### config.mk
export PLATFORM = sky130hd
export DESIGN_NAME = uart_cmd_assembler
export DESIGN_NICKNAME = d
export VERILOG_FILES = /design/src/rtl/uart_pkg.sv /design/src/rtl/cmd_timeout_tmr.sv /design/src/rtl/uart_cmd_assembler.sv
export SDC_FILE = /design/constraint.sdc
export NUM_CORES = 1
export LEC_CHECK = 0
export ABC_AREA = 1
export BUFFER_PORTS_ARGS = -buffer_cell sky130_fd_sc_hd__buf_2
export CORE_ASPECT_RATIO = 1.1
export CORE_MARGIN = 3
export CORE_UTILIZATION = 55
export CTS_CLUSTER_DIAMETER = 40
export CTS_CLUSTER_SIZE = 12
export DETAILED_ROUTE_END_ITERATION = 8
export GPL_TIMING_DRIVEN = 1
export PLACE_DENSITY_LB_ADDON = 0.1
export SYNTH_ARGS = -nofsm -noshare
export SYNTH_HDL_FRONTEND = slang
export SYNTH_HIERARCHICAL = 1
export SYNTH_SLANG_ARGS = --single-unit
export TNS_END_PERCENT = 50
### constraint.sdc
create_clock -name clk -period 2.8 [get_ports clk]
set_input_delay 0.56 -clock clk [delete_from_list [all_inputs] [get_ports clk]]
set_output_delay 0.56 -clock clk [all_outputs]
set_load 0.005 [all_outputs]
### src/rtl/uart_pkg.sv
// ---------------------------------------------------------------------------
// uart_pkg
// Constants and types shared by the UART receiver, the transmitter and the
// command assembler.
//   state_t         : command assembler FSM states (IDLE, WAIT_LO)
//   CLK_FREQ, BAUD  : system clock and line rate
//   BIT_CYC         : clk cycles per UART bit
//   HALF_BIT_CYC    : clk cycles to the middle of a bit (receiver sampling)
//   TIMEOUT_CYC_DEF : inter-byte timeout, about 2.5 byte-times at BAUD
// ---------------------------------------------------------------------------
package uart_pkg;

  typedef enum logic {
    IDLE    = 1'b0,
    WAIT_LO = 1'b1
  } state_t;

  localparam int CLK_FREQ        = 50_000_000;
  localparam int BAUD            = 9600;
  localparam int BIT_CYC         = 5208;
  localparam int HALF_BIT_CYC    = 2604;
  localparam int TIMEOUT_CYC_DEF = 130208;

endpackage

### src/rtl/cmd_timeout_tmr.sv
// ---------------------------------------------------------------------------
// cmd_timeout_tmr
// Inter-byte timer for the command assembler. Counts enabled cycles from a
// clear and raises expired once TIMEOUT_CYC-1 is reached. The count saturates
// at that value, so it never wraps back into a "fresh" window.
// Ports:
//   clk     : system clock
//   rst     : synchronous active-high reset (count -> 0)
//   clr     : synchronous clear (count -> 0)
//   en      : count this cycle
//   expired : count == TIMEOUT_CYC-1 (combinational from the count)
// ---------------------------------------------------------------------------
module cmd_timeout_tmr #(
  parameter int TIMEOUT_CYC = uart_pkg::TIMEOUT_CYC_DEF,
  parameter int CNT_W       = $clog2(TIMEOUT_CYC)
) (
  input  logic clk,
  input  logic rst,
  input  logic clr,
  input  logic en,
  output logic expired
);

  logic [CNT_W-1:0] cnt_reg;

  assign expired = (cnt_reg == CNT_W'(TIMEOUT_CYC - 1));

  always_ff @(posedge clk) begin
    if (rst || clr) begin
      cnt_reg <= '0;
    end else if (en && !expired) begin
      cnt_reg <= cnt_reg + 1'b1;
    end
  end

endmodule

### src/rtl/uart_cmd_assembler.sv
// ---------------------------------------------------------------------------
// uart_cmd_assembler
// Packs two consecutive UART bytes (high byte first) into a 16-bit command.
// Owns the receiver's ready-clear so each byte is consumed exactly once.
// A high byte left waiting longer than TIMEOUT_CYC cycles is dropped so the
// byte framing recovers on its own.
// Ports:
//   clk, rst     : clock, synchronous active-high reset
//   rx_rdy       : receiver byte valid (level until cleared)
//   rx_data      : received byte
//   clr_rx_rdy   : combinational accept pulse back to the receiver
//   cmd          : last completed command {hi, lo}
//   cmd_rdy      : command valid, held until clr_cmd_rdy
//   clr_cmd_rdy  : consumer acknowledge
//   timeout      : one-cycle pulse, stranded high byte discarded
//   overrun      : one-cycle pulse, unacknowledged command overwritten
// ---------------------------------------------------------------------------
module uart_cmd_assembler
  import uart_pkg::*;
#(
  parameter int TIMEOUT_CYC = TIMEOUT_CYC_DEF,
  parameter int CNT_W       = $clog2(TIMEOUT_CYC)
) (
  input  logic        clk,
  input  logic        rst,
  input  logic        rx_rdy,
  input  logic [7:0]  rx_data,
  output logic        clr_rx_rdy,
  output logic [15:0] cmd,
  output logic        cmd_rdy,
  input  logic        clr_cmd_rdy,
  output logic        timeout,
  output logic        overrun
);

  state_t      state_reg, state_next;
  logic [7:0]  hi_reg, hi_next;
  logic [15:0] cmd_reg, cmd_next;
  logic        cmd_rdy_reg, cmd_rdy_next;
  logic        timeout_reg, timeout_next;
  logic        overrun_reg, overrun_next;
  logic        rx_accept;
  logic        tmr_clr, tmr_en, tmr_expired;

  cmd_timeout_tmr #(
    .TIMEOUT_CYC (TIMEOUT_CYC),
    .CNT_W       (CNT_W)
  ) u_tmr (
    .clk     (clk),
    .rst     (rst),
    .clr     (tmr_clr),
    .en      (tmr_en),
    .expired (tmr_expired)
  );

  always_ff @(posedge clk) begin
    if (rst) begin
      state_reg   <= IDLE;
      hi_reg      <= 8'h00;
      cmd_reg     <= 16'h0000;
      cmd_rdy_reg <= 1'b0;
      timeout_reg <= 1'b0;
      overrun_reg <= 1'b0;
    end else begin
      state_reg   <= state_next;
      hi_reg      <= hi_next;
      cmd_reg     <= cmd_next;
      cmd_rdy_reg <= cmd_rdy_next;
      timeout_reg <= timeout_next;
      overrun_reg <= overrun_next;
    end
  end

  always_comb begin
    state_next   = state_reg;
    hi_next      = hi_reg;
    cmd_next     = cmd_reg;
    // Acknowledge clears a pending command; a completion below overrides it.
    cmd_rdy_next = cmd_rdy_reg & ~clr_cmd_rdy;
    timeout_next = 1'b0;
    overrun_next = 1'b0;
    rx_accept    = 1'b0;
    tmr_clr      = 1'b0;
    tmr_en       = 1'b0;

    case (state_reg)
      IDLE: begin
        // Hold the timer at zero so WAIT_LO always starts a fresh window.
        tmr_clr = 1'b1;
        if (rx_rdy) begin
          rx_accept  = 1'b1;
          hi_next    = rx_data;
          state_next = WAIT_LO;
        end
      end
      WAIT_LO: begin
        // A byte arriving on the expiry cycle still completes the pair.
        if (rx_rdy) begin
          rx_accept    = 1'b1;
          cmd_next     = {hi_reg, rx_data};
          cmd_rdy_next = 1'b1;
          overrun_next = cmd_rdy_reg & ~clr_cmd_rdy;
          state_next   = IDLE;
        end else if (tmr_expired) begin
          timeout_next = 1'b1;
          hi_next      = 8'h00;
          state_next   = IDLE;
        end else begin
          tmr_en = 1'b1;
        end
      end
      default: begin
        state_next = IDLE;
      end
    endcase
  end

  assign clr_rx_rdy = rx_accept & ~rst;
  assign cmd        = cmd_reg;
  assign cmd_rdy    = cmd_rdy_reg;
  assign timeout    = timeout_reg;
  assign overrun    = overrun_reg;

endmodule

### After elaboration in Yosys (flattened, before gate mapping)

Index checks and enable logic that the tools add are counted.
Widths: inputs -> output; s select.

* bitwise logic cells: 6
* equality and inequality tests: 4
* reduce and logical (&&, ||, !) cells: 7
* add/subtract/negate cells: 1
* multiplexer cells: 13

Operators by type and width (number)
* $mux 8: 3
* $add 17x1->17 const B: 1
* $eq 17x17->1 const B: 1
* $pmux 8 s2: 1
* $mux 1: 8
* $reduce_or 3->1: 2
* $ne 2x2->1 const B: 2
* $not 1->1: 4
* $reduce_and 3->1: 1
* $and 1x1->1: 2
* $ne 2x1->1 const B: 1
* $pmux 1 s2: 1
* $reduce_and 2->1: 1
* $logic_and 1x1->1: 1
* $logic_not 1->1: 1
* $logic_or 1x1->1: 1

* input bits: 12
* register bits after elaboration: 45
* word-level logic and storage cells: 38
* output and inout bits: 20

### Depth between registers and ports, before layout

Gate-level depths: netlist (run 1).

* depth after elaboration: 5
* gate-level depth with buffers: 17
* gate-level depth less buffers: 16

### By module

The synthesis (run 1) kept the hierarchy.

Modules (own cells, without submodules)
* uart_cmd_assembler: area an instance 1069.8 um^2, cells an instance 122, seq. area each 560.5 um^2, instances 1
* cmd_timeout_tmr: area an instance 913.4 um^2, cells an instance 136, seq. area each 340.3 um^2, instances 1

### Worst setup path after synthesis (run 1)

Ideal clock, no wire load.

* path type: flip-flop to flip-flop
* start: register u_tmr.cnt_reg[0]
* end: register u_tmr.cnt_reg[9]
* data required time: 2.685 ns
* arrival time: 1.880 ns
* library setup time: 0.115 ns
* buffers on the path: 1
* cell stages (with the launch flop): 17
* period minus slack after synthesis: 1.995 ns
* slack: 0.805 ns
* cell sequence: dfxtp_1 -> ha_1 -> nand3_1 -> nor2_1 -> nand3_2 -> buf_6 -> inv_1 -> nor2_1 -> nand2_1 -> inv_1 -> nand2_1 -> nor2_2 -> nand2_2 -> nor2_1 -> nand3_1 -> nand2_1 -> nor2_1

* longest elaborated chain between the ends: 5
* elaborated cells on any way between the ends: 7
* those cells by class: add/sub (1); eq/ne (1); mux (3); reduce/logical (2)

Ends and longest elaborated chain
* from (decl): line cmd_timeout_tmr.sv:24 `logic [CNT_W-1:0] cnt_reg;`
* from (signal assigned): line cmd_timeout_tmr.sv:32 `cnt_reg <= cnt_reg + 1'b1;`
* $eq 17x17->1: line cmd_timeout_tmr.sv:26 `assign expired = (cnt_reg == CNT_W'(TIMEOUT_CYC - 1));`
* net tmr_expired: line uart_cmd_assembler.sv:43 `logic tmr_clr, tmr_en, tmr_expired;`
* $mux 1: line uart_cmd_assembler.sv:104 `end else if (tmr_expired) begin`
* $mux 1: line uart_cmd_assembler.sv:98 `if (rx_rdy) begin`
* $mux 1: line uart_cmd_assembler.sv:86 `case (state_reg)`
* net tmr_en: line uart_cmd_assembler.sv:43
* $logic_and 1x1->1: line cmd_timeout_tmr.sv:31 `end else if (en && !expired) begin`

The timed path passes the listed nets, and every way through them passes these cells.
A chain may end at the register's enable or synchronous reset.

### Worst setup path after layout (run 1)

Same ends and word-level chain as after synthesis.

==> results of run 1 <==
==> power by group through the flow <==
stage / Clock (mW) / Combinational (mW) / Sequential, mW
5_1_grt: 0.351 / 0.0888 / 0.666
3_5_place_dp: 0 / 0.0780 / 0.678
6_report: 0.312 / 0.0777 / 0.664
2_1_floorplan: 0 / 0.0541 / 0.678
3_3_place_gp: 0 / 0.0766 / 0.678
4_1_cts: 0.327 / 0.0783 / 0.664
==> cell families after synthesis <==
family	Yosys count	synth area share, %
simple gates	144	33.69
flops	45	45.43
buf+inv	26	7.508
compound gates	42	12.74
fa+ha+maj	1	0.6308
==> layout by cell type, fill, tap and decap left out <==
cell	instances
nand4_1	7
and3_1	1
buf_4	2
inv_2	1
nor2_4	1
clkinvlp_4	1
nand2_1	68
inv_6	2
nor2_1	28
nand2_2	12
nor2_2	3
or2_1	1
nand2_4	1
o21ai_0	3
dfxtp_1	45
o21bai_1	1
clkbuf_4	5
nor3_2	1
ha_1	1
a21oi_2	10
nand3_1	15
a21oi_1	26
clkinv_2	1
a31oi_1	2
nand3_2	4
nor3_1	2
buf_2	31
inv_1	17
==> metrics by stage <==
stage / total power [mW] / util, % / std cells / setup WS [ps]
3_3_place_gp: 0.7547 / 63.23 / 332 / 661.6
6_report: 1.053 / 64.97 / 340 / 600.3
2_1_floorplan: 0.7322 / - / 258 / 804.6
3_5_place_dp: 0.7564 / 63.23 / 332 / 603.7
4_1_cts: 1.070 / 64.97 / 340 / 576.8
5_1_grt: 1.106 / 64.97 / 340 / 222.3
==> metal layers <==
metal,vias to the layer above,part of all wire [%],track usage (%)
li1,902,-,-
met1,746,49,25.57
met2,43,43,28.33
met3,6,6.4,5.673
met4,0,1.5,8.086
met5,-,0,0
==> worst min path at each step <==
stage,start,endpoint,slack (ps),cells after the start
floorplan,hi_reg[2],cmd[10],440,2
global placement,cmd[3],cmd[3],450,2
detailed placement,hi_reg[7],cmd[15],460,2
CTS,rst,state_reg,370,2
global route,rst,state_reg,370,2
finish,rst,state_reg,390,2
==> layout make-up <==
class,instances,area (µm²)
clock buffers,5,37.54
clock inverters,3,21.27
fillers,335,1186
inverters,19,76.32
multi-input cells,187,933.4
flip-flops and latches,45,900.9
well taps,48,60.06
repair buffers,33,170.2
==> impl_metrics.py, run 1 <==
metrics = {
    "global_route": {
        "antenna_found_initial": 0,
        "grt_pass1_wl_mm": 6.396,
        "grt_pass1_vias": 1434,
        "gr-total-overflow": 0,
        "grt_max_degree": 28,
        "grt_util_all_layers_pct": 18.95,
    },
    "routing": {
        "num_vias": 1697,
        "wl_per_cell_um": 11.10,
        "ant_nets": 0,
        "first_pass_iters": 4,
        "drt-initial-drc-count": 70,
        "totalWireLength_mm": 3.775,
        "vias_per_cell": 4.991,
        "drc": 0,
    },
    "pwr": {
        "p_int_uw": 782.6,
        "p_clk_share_pct": 29.6,
        "sequentialPowerShare_pct": 63.0,
        "irDropWorstVdd_mv": 0.3262,
        "power_leakage_nw": 0.8711,
        "power_density_mw_per_mm2": 478.9,
        "p_switching_uw": 270.8,
        "p_sw_share_pct": 25.71,
        "comb_power_share_pct": 7.4,
    },
    "yosys": {
        "yosys_warnings": 6,
        "synth_top_cells_by_count": "68 x nand2_1, 45 x dfxtp_1, 28 x nor2_1",
        "async_reset_ff_share_pct": 0,
        "synthCells": 258,
        "synth_seq_cells": 45,
        "yosysSeqAreaShare_pct": 45.43,
        "synth.distinct_cells": 28,
        "syn_area_per_cell_um2": 7.687,
        "synth_most_common_cell": "nand2_1",
        "syn_area_mm2": 0.001983,
        "synth_top_cell_area_share_pct": 45.43,
        "synth_edf_count": 0,
        "yosys.area.top_type": "dfxtp_1",
        "synthFlopType": "dfxtp_1",
        "synthTopCellsByArea": "dfxtp_1 45%, nand2_1 13%, a21oi_1 6.6%, nor2_1 5.3%, a21oi_2 4.4%",
        "synth_nets": 271,
    },
    "timing": {
        "finalHoldViolations": 0,
        "finalSetupViolCount": 0,
        "slew_headroom_pct": 73.91,
        "rsz0062_at_grt": "false",
        "min_period_ps": 2200,
        "fin_tns_setup_ps": 0,
        "finalCritPeriodShare_pct": 78.56,
        "fmax_mhz": 454.6,
        "hold_ws_ps": 390.9,
        "skew_ps": 8.160,
        "worstMarginPinSlew_ps": 388.4,
        "drv_slew": 0,
    },
    "place": {
        "numPortBuffers": 31,
        "dp_hpwl_mm": 2.646,
        "gp_congestion": 0.8056,
        "placed_cell_area_mm2": 0.002141,
    },
    "floorplanning": {
        "core_region_area_mm2": 0.003386,
        "ioPinCount": 32,
        "dieArea_mm2": 0.004363,
        "rows": 22,
        "die_w_um": 63.26,
        "start_util_pct": 58.57,
        "die_h_um": 68.98,
    },
    "clocking": {
        "cts_resized": 0,
        "clkTransAtPathRegs_ps": 130,
        "numCtsBuffers": 5,
        "cts.sinks": 45,
        "postCtsHoldBufs": 0,
        "cts_tree": "yes",
        "clkLatencyLatePin_ps": 360,
        "cts-root-buf": "clkbuf_4",
        "clk_path_buf_depth": 2,
        "post_cts_buffers": 0,
        "htree_levels": 2,
    },
    "layout": {
        "nNetsFinal": 304,
        "antenna_cells": 0,
        "largest_register_ffs": 17,
        "area_delta_synth_final_pct": 10.91,
        "drive_above_1_share_pct": 25.68,
        "design_area_mm2": 0.002200,
    },
    "setup_path": {
        "cp.depth": 15,
        "cp-start-kind": "flip-flop",
        "r2r_slack_ps": 600,
        "cp_common_cell": "nor2_1",
        "end_kind": "flip-flop",
        "worstSetupEndpoint": "u_tmr/cnt_reg[9]",
        "crit_buf_inv": 2,
        "reg2reg_to": "u_tmr/cnt_reg[9]",
        "critPathMaxFanout": 15,
        "arrival_ps": 2470,
        "reg2regPathDepth": 15,
        "critPathRequiredTime_ps": 3070,
        "slowest_stage": "dfxtp_1",
        "r2r_start": "u_tmr/cnt_reg[0]",
        "slowest_delay_ps": 350,
        "path_class": "flip-flop to flip-flop",
        "path_delay_family": "simple AND/OR/NAND/NOR gates",
        "crit_path_cell_trace": "ha_1 -> nand3_1 -> nor2_1 -> nand3_2 -> inv_1 -> nor2_1 -> nand2_1 -> inv_1 -> nand2_1 -> nor2_2 -> nand2_2 -> nor2_1 -> nand3_1 -> nand2_1 -> nor2_1",
        "worstSetupStartpoint": "u_tmr/cnt_reg[0]",
    },
    "run_status": {
        "status": "finished clean",
    },
    "hold_path": {
        "hold_path_class": "input port to flip-flop",
    },
    "job": {
        "drv_cap": 0,
    },
}
Note: power is estimated with default switching activity, not from simulation.
==> run 2, diff against run 1 <==
CORE_UTILIZATION = 50   (was 55)
clock period = 2 ns   (was 2.8 ns; I/O delays follow)
==> impl_metrics.py, run 2 (same netlist as run 1, synthesis figures left out) <==
metrics = {
    "routing": {
        "wl_per_cell_um": 11.31,
        "ant_nets": 0,
        "first_pass_iters": 4,
        "drt-initial-drc-count": 86,
        "vias_per_cell": 5.011,
        "totalWireLength_mm": 3.935,
        "num_vias": 1744,
        "drc": 0,
    },
    "layout": {
        "area_delta_synth_final_pct": 17.54,
        "antenna_cells": 0,
        "nNetsFinal": 310,
        "stdcell_count": 348,
        "nFillCells": 343,
        "mostFrequentLayoutCell": "nand2_1",
        "largest_register_ffs": 17,
        "drive_above_1_share_pct": 31.21,
        "multiInputGateArea_um2": 982.2,
        "mostFrequentLayoutCells": "67 x nand2_1, 42 x dfxtp_1, 31 x buf_2, 26 x a21oi_1, 25 x nor2_1",
        "seq_area_um2": 907.1,
    },
    "pwr": {
        "irDropWorstVdd_mv": 0.5302,
        "power_mw": 1.589,
        "power_leakage_nw": 0.9147,
        "power_density_mw_per_mm2": 681.6,
    },
    "clocking": {
        "clkLatencyLatePin_ps": 290,
        "htree_levels": 2,
        "cts-root-buf": "clkbuf_8",
        "cts_tree": "yes",
        "numCtsBuffers": 5,
        "postCtsHoldBufs": 0,
        "clkTransAtPathRegs_ps": 80,
        "clk_path_buf_depth": 2,
        "cts.sinks": 45,
    },
    "timing": {
        "hold_ws_ps": 307.1,
        "rsz0062_at_grt": "false",
        "worstMarginPinSlew_ps": 334.0,
        "finalSetupViolCount": 0,
        "fmax_mhz": 545.7,
        "drv_slew": 0,
        "slew_headroom_pct": 77.74,
        "min_period_ps": 1833,
        "skew_ps": 9.183,
        "fin_tns_setup_ps": 0,
        "finalCritPeriodShare_pct": 91.63,
        "finalHoldViolations": 0,
    },
    "place": {
        "gp_congestion": 0.7561,
        "dp_hpwl_mm": 2.701,
        "dp.cells": 337,
        "numPortBuffers": 31,
    },
    "floorplanning": {
        "ioPinCount": 32,
        "dieArea_mm2": 0.004759,
        "start_util_pct": 53.01,
        "die_w_um": 66.05,
        "core_region_area_mm2": 0.003741,
        "rows": 23,
        "die_h_um": 72.05,
    },
    "job": {
        "drv_cap": 0,
    },
    "hold_path": {
        "hold_path_class": "input port to flip-flop",
    },
    "global_route": {
        "grt_pass1_vias": 1472,
        "antenna_found_initial": 0,
        "grt_pass1_wl_mm": 6.368,
        "gr-total-overflow": 0,
        "grt_max_degree": 28,
        "grt_util_all_layers_pct": 17.01,
    },
    "setup_path": {
        "end_kind": "flip-flop",
        "crit_buf_inv": 2,
        "arrival_ps": 2060,
        "critPathMaxFanout": 6,
        "cp-start-kind": "flip-flop",
        "slowest_stage": "dfxtp_4",
        "path_class": "flip-flop to flip-flop",
        "critPathRequiredTime_ps": 2230,
        "cp_common_cell": "nand2_1",
        "crit_path_cell_trace": "ha_4 -> nand3_1 -> nor2_1 -> nand3_2 -> inv_2 -> nor2_2 -> nand2_1 -> inv_2 -> nand4_1 -> nor2_4 -> nand3_2 -> nand2_1 -> nand2_1 -> nor2_1",
        "path_delay_family": "simple AND/OR/NAND/NOR gates",
        "slowest_delay_ps": 370,
    },
    "run_status": {
        "status": "finished clean",
    },
}
run 2: cell types whose count changed in the layout (fill, tap and decap cells not counted), moves of 2 or more:
cell and delta:
dfxtp_1 -3, nor2_4 +2, inv_1 -3, clkbuf_8 +5, dfxtp_2 +2, inv_2 +3
clkbuf_4 -5, nor2_1 -3, buf_4 +6
run 2: cell type report:
type | count | share of cell area, %
inverter | 19 | 3.274
clock buffer | 6 | 3.113
clock inverter | 2 | 0.6441
timing repair buffer | 39 | 9.232
tap | 50 | 2.684
multi-input combinational | 187 | 42.14
sequential | 45 | 38.92
run 2: power by group:
| part | total (mW) | internal, mW | leakage [nW] | switching (mW) |
|---|---|---|---|---|
| clock | 0.549 | 0.246 | 0.0374 | 0.303 |
| combinational | 0.112 | 0.0424 | 0.511 | 0.0693 |
| sequential | 0.928 | 0.915 | 0.367 | 0.0134 |
run 2: final timing paths:
path,end,slack (ps),cells after the start,from
setup / recovery,u_tmr/cnt_reg[10],170,14,u_tmr/cnt_reg[0]
hold / removal,state_reg,310,2,rst
setup reg to reg,u_tmr/cnt_reg[10],170,14,u_tmr/cnt_reg[0]
hold reg to reg,cmd[3],460,2,cmd[3]
run 2: metrics by stage:
| stage | utilization, % | instance area [µm²] | worst slack (ps) |
|---|---|---|---|
| floorplan | - | 1983 | 4.570 |
| global placement | 57.89 | 2166 | 130.2 |
| detailed placement | 57.89 | 2166 | 79.40 |
| CTS | 60.23 | 2253 | 58.24 |
| global route | 62.31 | 2331 | 16.14 |
| finish | 62.31 | 2331 | 167.5 |
run 2: routing by layer:
metal	vias to the layer above	part of all wire [%]	track usage [%]
li1	918	-	-
met1	781	50	23.70
met2	43	44	25.50
met3	2	5.7	4.644
met4	0	0.76	5.869
met5	-	0	0
run 2: repair_timing:
action,4_1_cts,5_1_grt
resized for setup,0,18
endpoints found under the setup margin,0,12
setup buffers,0,3
endpoints found under the hold margin,0,0
==> run 3, diff against run 2 <==
CORE_UTILIZATION = 55   (was 50)
RECOVER_POWER = 100   (was unset)
clock period = 1.7 ns   (was 2 ns; I/O delays follow)
==> impl_metrics.py, run 3 (same netlist as run 1, synthesis figures left out) <==
metrics = {
    "timing": {
        "finalHoldViolations": 0,
        "min_period_ps": 1718,
        "skew_ps": 9.529,
        "slew_headroom_pct": 77.71,
        "rsz0062_at_grt": "true",
        "worstMarginPinSlew_ps": 334.3,
        "fin_tns_setup_ps": -50.20,
        "drv_slew": 0,
        "setup_ws_ps": -18.12,
        "finalSetupViolCount": 3,
        "fmax_mhz": 582.0,
        "finalCritPeriodShare_pct": 101.1,
    },
    "routing": {
        "first_pass_iters": 5,
        "totalWireLength_mm": 4.228,
        "drt-initial-drc-count": 102,
        "wl_per_cell_um": 11.62,
        "ant_nets": 0,
        "drc": 0,
        "num_vias": 1827,
        "vias_per_cell": 5.019,
    },
    "clocking": {
        "cts.sinks": 45,
        "clkTransAtPathRegs_ps": 130,
        "postCtsHoldBufs": 0,
        "clk_path_buf_depth": 2,
        "clkLatencyLatePin_ps": 340,
        "cts_tree": "yes",
        "htree_levels": 2,
        "numCtsBuffers": 5,
        "cts-root-buf": "clkbuf_4",
    },
    "global_route": {
        "gr-total-overflow": 0,
        "antenna_found_initial": 0,
        "grt_pass1_wl_mm": 7.093,
        "grt_util_all_layers_pct": 20.58,
        "grt_pass1_vias": 1623,
        "grt_max_degree": 28,
    },
    "floorplanning": {
        "die_w_um": 63.26,
        "start_util_pct": 58.57,
        "ioPinCount": 32,
        "die_h_um": 68.98,
        "core_region_area_mm2": 0.003386,
        "rows": 22,
        "dieArea_mm2": 0.004363,
    },
    "layout": {
        "antenna_cells": 0,
        "mostFrequentLayoutCell": "nand2_1",
        "mostFrequentLayoutCells": "63 x nand2_1, 40 x dfxtp_1, 31 x buf_2, 25 x a21oi_1, 25 x buf_4",
        "drive_above_1_share_pct": 38.29,
        "area_delta_synth_final_pct": 26.56,
        "stdcell_count": 364,
        "fin_util_pct": 74.13,
        "nFillCells": 290,
        "nNetsFinal": 328,
        "largest_register_ffs": 17,
    },
    "pwr": {
        "power_mw": 1.873,
        "power_leakage_nw": 1.071,
        "p_sw_share_pct": 22.92,
        "p_clk_share_pct": 34.3,
        "p_switching_uw": 429.2,
        "comb_power_share_pct": 7.2,
        "irDropWorstVdd_mv": 0.5630,
        "power_density_mw_per_mm2": 746.1,
        "sequentialPowerShare_pct": 58.4,
        "p_int_mw": 1.443,
    },
    "job": {
        "drv_cap": 0,
    },
    "hold_path": {
        "hold_depth": 2,
        "hold_path_class": "input port to flip-flop",
    },
    "setup_path": {
        "slowest_delay_ps": 360,
        "slowest_stage": "dfxtp_2",
        "arrival_ps": 2010,
        "cp-start-kind": "flip-flop",
        "critPathMaxFanout": 6,
        "crit_path_cell_trace": "ha_4 -> nand3_2 -> nor2_2 -> nand3_2 -> inv_2 -> nor2_4 -> nand2_2 -> inv_2 -> nand4_1 -> nor2_4 -> nand3_2 -> nand2_1 -> nand2_1 -> nor2_1",
        "path_class": "flip-flop to flip-flop",
        "cp_common_cell": "nand3_2",
        "critPathRequiredTime_ps": 1990,
        "end_kind": "flip-flop",
        "reg2regPathDepth": 14,
    },
    "place": {
        "dp.cells": 355,
        "numPortBuffers": 31,
        "dp_hpwl_mm": 3.079,
        "dp_slack_ps": -15.56,
        "gp_congestion": 0.8329,
    },
    "run_status": {
        "violations": "setup timing",
        "status": "finished, violations left",
    },
}
-- run 3: cell types whose count changed in the layout (fill, tap and decap cells not counted), moves of 3 or more --
cell      delta
clkbuf_8     -5
buf_4       +17
clkbuf_4     +5
nand2_1      -4
dfxtp_2      +3
-- run 3: per-stage QoR --
step                instance area [µm²]  hold WS [ps]
floorplan                          2018         444.3
global placement                   2349         452.6
detailed placement                 2349         455.0
CTS                                2431         167.3
global route                       2510         179.9
finish                             2510         192.3
-- run 3: final timing paths --
kind | from | endpoint | slack [ps]
setup / recovery | u_tmr/cnt_reg[1] | u_tmr/cnt_reg[10] | -20
hold / removal | rst | state_reg | 190
setup reg to reg | u_tmr/cnt_reg[1] | u_tmr/cnt_reg[10] | -20
hold reg to reg | cmd[0] | cmd[0] | 470
-- run 3: power groups by stage --
stage / sequential [mW] / clock (mW) / combinational, mW
after detailed placement: 1.12 / 0 / 0.134
after floorplan: 1.12 / 0 / 0.0898
final: 1.09 / 0.643 / 0.135
after global placement: 1.12 / 0 / 0.131
after CTS: 1.09 / 0.668 / 0.134
after global routing: 1.10 / 0.697 / 0.155
-- run 3: cell type report --
class	count	area, µm²	share of cell area, %
Multi-Input combinational cell	187	1032	41.13
Sequential cell	45	907.1	36.14
Timing Repair Buffer	57	354.1	14.11
Inverter	19	76.32	3.041
Tap cell	48	60.06	2.393
Clock buffer	6	41.29	1.645
Clock inverter	2	38.79	1.545
-- run 3: repair_timing --
item                                    CTS  global route
pin swaps                                 1             9
endpoints found under the setup margin    2            15
buffers inserted                          0             1
resized for setup                         1            21
-- run 3: critical path, delay by kind of cell (launching register included) --
family	cells	cell delay, ps
adder cells (fa/ha/maj)	1	160
buffers and inverters	2	140
AND/OR/NAND/NOR	11	1030
flip-flops	1	360
-- run 3: routing by layer --
layer	global-route usage [%]	vias to the layer above	part of all wire (%)
met5	0	-	0
met4	6.199	0	0.78
met3	4.538	4	5.8
met2	34.65	46	48
met1	26.77	824	45
li1	-	953	-
